File: src/rtl/fft_bin_serializer.sv
// Captures a 32-bin complex FFT frame on a strobe and streams the bins out
// one per accepted valid/ready beat, with index, re/im and L1 magnitude.
module fft_bin_serializer #(
    parameter int N    = 32,
    parameter int W    = 16,
    parameter int IDXW = 5
) (
    input  logic               clk_100,
    input  logic               reset,
    input  logic [N*2*W-1:0]   frame_in,
    input  logic               frame_valid,
    output logic               frame_ready,
    output logic               out_valid,
    input  logic               out_ready,
    output logic [IDXW-1:0]    bin_idx,
    output logic [W-1:0]       bin_re,
    output logic [W-1:0]       bin_im,
    output logic [W:0]         bin_mag,
    output logic               out_last,
    output logic [7:0]         drop_cnt
);

    typedef enum logic {IDLE, SEND} state_t;

    state_t          state, state_next;
    logic [2*W-1:0]  buffer [N];
    logic [IDXW-1:0] idx, idx_next;
    logic            at_end, accept, capture, drop;
    logic [W-1:0]    re, im;
    logic [W:0]      re_ext, im_ext, abs_re, abs_im;

    always_comb begin
        out_valid   = (state == SEND);
        at_end      = (idx == IDXW'(N - 1));
        accept      = out_valid & out_ready;
        out_last    = out_valid & at_end;
        frame_ready = (state == IDLE) | (accept & at_end);
        capture     = frame_valid & frame_ready;
        drop        = frame_valid & ~frame_ready;
        state_next  = state;
        idx_next    = idx;
        case (state)
            IDLE: begin
                if (capture) begin
                    state_next = SEND;
                    idx_next   = '0;
                end
            end
            SEND: begin
                if (accept) begin
                    if (!at_end) begin
                        idx_next = idx + IDXW'(1);
                    end else if (capture) begin
                        idx_next = '0;
                    end else begin
                        state_next = IDLE;
                        idx_next   = '0;
                    end
                end
            end
            default: begin
                state_next = IDLE;
                idx_next   = '0;
            end
        endcase
    end

    // Magnitude is formed in W+1 bits so abs(-2^(W-1)) stays exact.
    always_comb begin
        re      = buffer[idx][2*W-1:W];
        im      = buffer[idx][W-1:0];
        re_ext  = {re[W-1], re};
        im_ext  = {im[W-1], im};
        abs_re  = re[W-1] ? ((W+1)'(0) - re_ext) : re_ext;
        abs_im  = im[W-1] ? ((W+1)'(0) - im_ext) : im_ext;
        bin_idx = out_valid ? idx : '0;
        bin_re  = out_valid ? re : '0;
        bin_im  = out_valid ? im : '0;
        bin_mag = out_valid ? (abs_re + abs_im) : '0;
    end

    always_ff @(posedge clk_100) begin
        if (!reset) begin
            state    <= IDLE;
            idx      <= '0;
            drop_cnt <= '0;
        end else begin
            state <= state_next;
            idx   <= idx_next;
            if (drop && (drop_cnt != '1)) begin
                drop_cnt <= drop_cnt + 8'd1;
            end
        end
    end

    // Buffer needs no reset: it is only observable while out_valid is high.
    always_ff @(posedge clk_100) begin
        if (reset && capture) begin
            for (int unsigned k = 0; k < N; k++) begin
                buffer[k] <= frame_in[k*2*W +: 2*W];
            end
        end
    end

endmodule
File: config.mk
export PLATFORM = sky130hd
export DESIGN_NAME = fft_bin_serializer
export DESIGN_NICKNAME = d
export VERILOG_FILES = /design/src/rtl/fft_bin_serializer.sv
export SDC_FILE = /design/constraint.sdc
export NUM_CORES = 1
export LEC_CHECK = 0
export ABC_CLOCK_PERIOD_IN_PS = 33800
export BUFFER_PORTS_ARGS = -buffer_cell sky130_fd_sc_hd__buf_4
export CAP_MARGIN = 20
export CELL_PAD_IN_SITES_DETAIL_PLACEMENT = 0
export CELL_PAD_IN_SITES_GLOBAL_PLACEMENT = 1
export CORE_AREA = 2 2 430 432
export DETAILED_ROUTE_END_ITERATION = 10
export DIE_AREA = 0 0 432 434
export PLACE_DENSITY_LB_ADDON = 0.1
export SYNTH_ARGS = -nofsm -noshare
export SYNTH_HDL_FRONTEND = slang
export SYNTH_SLANG_ARGS = --single-unit
File: constraint.sdc
create_clock -name clk_100 -period 33.8 [get_ports clk_100]
set_clock_uncertainty 0.1 [all_clocks]
set_input_delay 5.07 -clock clk_100 [delete_from_list [all_inputs] [get_ports clk_100]]
set_output_delay 5.07 -clock clk_100 [all_outputs]
set_load 0.005 [all_outputs]
**After elaboration in Yosys (flattened, before gate mapping)**

Memories as Yosys holds them, arrays and structs flattened. A register that Yosys moved wholly into a read port is not among the register bits.
Index checks and enable logic that the tools add are counted.

- Register bits: 14
- Memories: 1
- Memory bits (writable): 1024
- Output and inout bits: 65
- Word-level logic and storage cells: 42

- Bitwise logic cells: 8
- Reduce and logical (&&, ||, !) cells: 3
- Equality and inequality tests: 4
- Mux-type cells: 18
- Add/subtract/negate cells: 5

Memory list:

| name | depth | bits a word | rd ports | clocked after Yosys merged registers in | wr ports | RTL line | RTL |
|---|---|---|---|---|---|---|---|
| buffer | 32 | 32 | 1 | 1 | 32 | 26 | `logic [2*W-1:0] buffer [N];` |

Operators with widths:

| kind | count |
|---|---|
| $mux W17 | 3 |
| $sub A1 B16 Y17 const A | 2 |
| $mux W16 | 2 |
| $mux W5 | 6 |
| $add A17 B17 Y17 | 1 |
| $pmux W5 S2 | 1 |
| $add A8 B1 Y8 const B | 1 |
| $ne A8 B8 Y1 const B | 1 |
| $add A5 B1 Y5 const B | 1 |
| $and A1 B1 Y1 | 5 |
| $eq A5 B5 Y1 const B | 1 |
| $mux W1 | 5 |
| $logic_and A1 B1 Y1 | 2 |
| $ne A2 B1 Y1 const B | 1 |
| $ne A2 B2 Y1 const B | 1 |
| $not A1 Y1 | 2 |
| $pmux W1 S2 | 1 |
| $reduce_and A2 Y1 | 1 |
| $or A1 B1 Y1 | 1 |

**Depth between registers and ports, before layout**

- Word-level depth: 8
- Mapped depth: 23

**Worst setup path before layout**

No wires, ideal clock.

- Path kind: input -> register
- From: input port out_ready
- To: memory buffer[0][0] (netlist bit) (enable)
- Stages: 3
- Data required time: 32158 ps
- Arrival time: 28334 ps
- Path slack: 3824 ps
- Cell sequence: a21oi_1 > inv_1 > and3_1

RTL lines:

| what | RTL line | RTL |
|---|---|---|
| start, declared | 14 | `input logic out_ready,` |
| end, declared | 26 |  |

==> impl_metrics.toml <==
[yosys]
yosysSeqAreaShare = 0.741
syn-num-nets = 3165
synth_edf_count = 1024
netlist_area_um2 = 42000
syn_inst = 2115
async_flop_share = 0
ys_types = 79
ys_seq_elements = 1043
ys_warn_count = 0
syn_avg_cell_area_um2 = 19.9
synth_ff_type = "edfxtp_1"

[global_route]
grt_pass1_vias = 27900
grt_use_total = 0.185
antenna_found_initial = 94
grt-ovfl-total = 0
grt_start_max_net_pins = 194
grt_pass1_wl_mm = 235

[floorplanning]
dieArea_um2 = 187000
io_pins = 1093
core_area_um2 = 182000
rows = 157
fp.dieW_um = 432
die_height_um = 434
initial_utilization = 0.230

[pwr]
power.density_nw_per_um2 = 54.8
fin_total_pwr_mw = 3.14
p_leak_nw = 20.1
ir_worst_vdd_v = 0.0000404

[worst_setup_path]
reg2reg_from = "out_valid"
crit_path_max_fanout = 46
r2r_cells = 9
cp-start-kind = "register"
reg2reg_slack_ns = 27.97
timing.rr.end = "buffer[6][13]"
cp-end-kind = "primary output"
cp.arrival_ns = 7.62
crit_type = "register to primary output"
required_ns = 28.63
critPathCapture = "bin_mag[16]"

[sta]
final_min_period_over_clock_period = 0.378
worst_slew_margin_rel = 0.265
post-route-min-period_ns = 12.79
worst_pin_slew_ns = 1.10
rsz0062_at_grt = "false"
fin_tns_setup_ns = 0
setup_viol_count_final = 0
finalHoldViolCount = 0
drv_slew = 0
fmax_mhz = 78.2

[clock_network]
cts_max_path_buffers = 3
htreeDepth = 4
cts.sinks = 1043
cts_inserted_buffers = 133
cts_resized = 0
clk_latency_ns = 0.78
cts.hold.buffers_added = 0
clk_pin_slew_ns = 0.05
post_cts_buffers = 0
cts_root_buf = "clkbuf_16"
cts_tree = "built"

[place]
gp_congestion = 0.818
io_buffers = 1092
place_area_um2 = 53000
dp_hpwl_mm = 138

[route]
first_iter_violations = 1805
wl_per_cell_um = 30.8
wl_mm = 178
drt_pass1_iterations = 5
vias = 25700
routed_via_density = 4.45
drtAntennaViolNets = 0
drc = 0

[run_status]
status = "completed"

[final_layout]
design_area_um2 = 57200
layout-drive-gt1-share = 0.464
finalNetCount = 4328
syn_to_final_growth_pct = 36.3

[run]
cap_violations = 0

[worst_hold_path]
hold_class = "register to register"
[stage by stage]
| stage | hold WS, ns | worst slack, ns | utilization | cells |
|---|---|---|---|---|
| detailed placement | 0.421 | 21.60 | 0.290 | 5528 |
| floorplan | 0.388 | 3.82 | - | 2115 |
| global placement | 0.420 | 21.48 | 0.290 | 5527 |
| global route | 0.483 | 20.41 | 0.314 | 5775 |
| finish | 0.423 | 21.01 | 0.314 | 5781 |
| CTS | 0.430 | 20.69 | 0.313 | 5762 |
[routing by layer]
layer	wire [µm]	part of all wire	track usage
met3	12300	0.069	0.0580
met1	63100	0.35	0.195
met4	3960	0.022	0.0545
met5	562	0.0032	0
met2	98400	0.55	0.349
[final cells by class]
cell class              count  area [µm²]
fillers                 17900      125000
clock inverters            73         667
clock buffers             161        3540
flip-flops and latches   1043       31100
diodes                     19        47.5
well taps                2385        2980
inverters                  19        71.3
repair buffers           1138        8580
multi-input cells         943       10200
[logic make-up (layout without fill, tap and decap cells)]
family	after synthesis	in the layout	synth area share
flip-flops	1043	1043	0.741
AND/OR/NAND/NOR	297	297	0.0371
other	0	19	0
adder cells (fa/ha/maj)	22	22	0.00673
XOR/XNOR	39	39	0.00813
AO/OA/AOI/OAI	217	217	0.0367
multiplexers	368	368	0.152
buffers and inverters	129	1391	0.0181
[worst max-delay path: stages (launching register included)]
cell and delay, ns:
dfxtp_4 0.73, buf_4 0.58, buf_4 0.50, buf_4 0.71, mux4_2 0.41, mux4_2 0.54
mux2i_4 0.63, nor2_1 0.08, a21o_1 0.21, fa_1 0.38, nor2b_1 0.16, o21ai_0 0.11
a21boi_0 0.27, o21ai_0 0.21, a21oi_1 0.37, a31oi_1 0.15, a211o_1 0.30, o21ai_0 0.17
buf_4 0.15
[synthesized netlist by cell type (7+ instances only)]
library cell,instances,area share
edfxtp_1,1024,0.73
mux4_2,188,0.10
mux2i_1,147,0.035
nor2_1,81,0.0072
nand2_1,46,0.0041
buf_2,44,0.0052
a22oi_1,40,0.0071
nand3_1,36,0.0043
a21oi_1,30,0.0036
xnor2_1,27,0.0056
o21ai_0,25,0.0030
clkbuf_1,23,0.0021
and2_1,21,0.0031
ha_1,21,0.0063
nor3_1,21,0.0025
buf_4,20,0.0036
mux4_1,20,0.013
dfxtp_1,19,0.0091
nor2b_1,19,0.0028
a31oi_1,17,0.0025
inv_1,17,0.0015
a221oi_1,16,0.0033
and3_1,14,0.0021
o22ai_1,13,0.0019
mux2_2,12,0.0032
xor2_1,12,0.0025
buf_6,11,0.0029
a211oi_1,10,0.0018
nand4_1,9,0.0013
a22o_1,8,0.0017
buf_1,7,0.00063
o21a_1,7,0.0013
[where the power goes]
group | leakage, nW | switching [mW] | internal [mW]
clock | 2.06 | 0.575 | 0.816
sequential | 9.63 | 0.0138 | 1.48
combinational | 8.37 | 0.123 | 0.131
[how the worst min path moves through the flow]
stage           startpoint          end  slack (ns)  depth (start not counted)
6_report       drop_cnt[7]  drop_cnt[7]        0.42                          2
5_1_grt        drop_cnt[7]  drop_cnt[7]        0.48                          2
4_1_cts        drop_cnt[7]  drop_cnt[7]        0.43                          2
3_5_place_dp   drop_cnt[7]  drop_cnt[7]        0.42                          2
3_3_place_gp   drop_cnt[7]  drop_cnt[7]        0.42                          2
2_1_floorplan       idx[3]     register        0.39                          2
[state kept, by name (all words and copies together) (netlist names), named ones only]
name	flops
buffer	1024
drop_cnt	8
idx	5
out_valid	1
[cells in the final DEF, fill, tap and decap left out, types with 8 or more instances in the layout]
cell / instances
a211oi_1: 8
a21oi_1: 30
a221oi_1: 13
a22o_1: 8
a22oi_1: 40
a31oi_1: 17
and2_1: 21
and3_1: 13
buf_4: 1134
bufinv_16: 9
clkbuf_1: 23
clkbuf_16: 138
clkinv_1: 21
clkinv_2: 24
dfxtp_1: 14
diode_2: 19
edfxtp_1: 1024
ha_1: 21
inv_1: 17
inv_6: 8
mux2_2: 12
mux2i_1: 146
mux4_1: 20
mux4_2: 188
nand2_1: 46
nand3_1: 36
nand4_1: 9
nor2_1: 79
nor2b_1: 18
nor3_1: 20
o21ai_0: 25
o22ai_1: 13
xnor2_1: 27
xor2_1: 12
(Power assumes the default switching activity.)
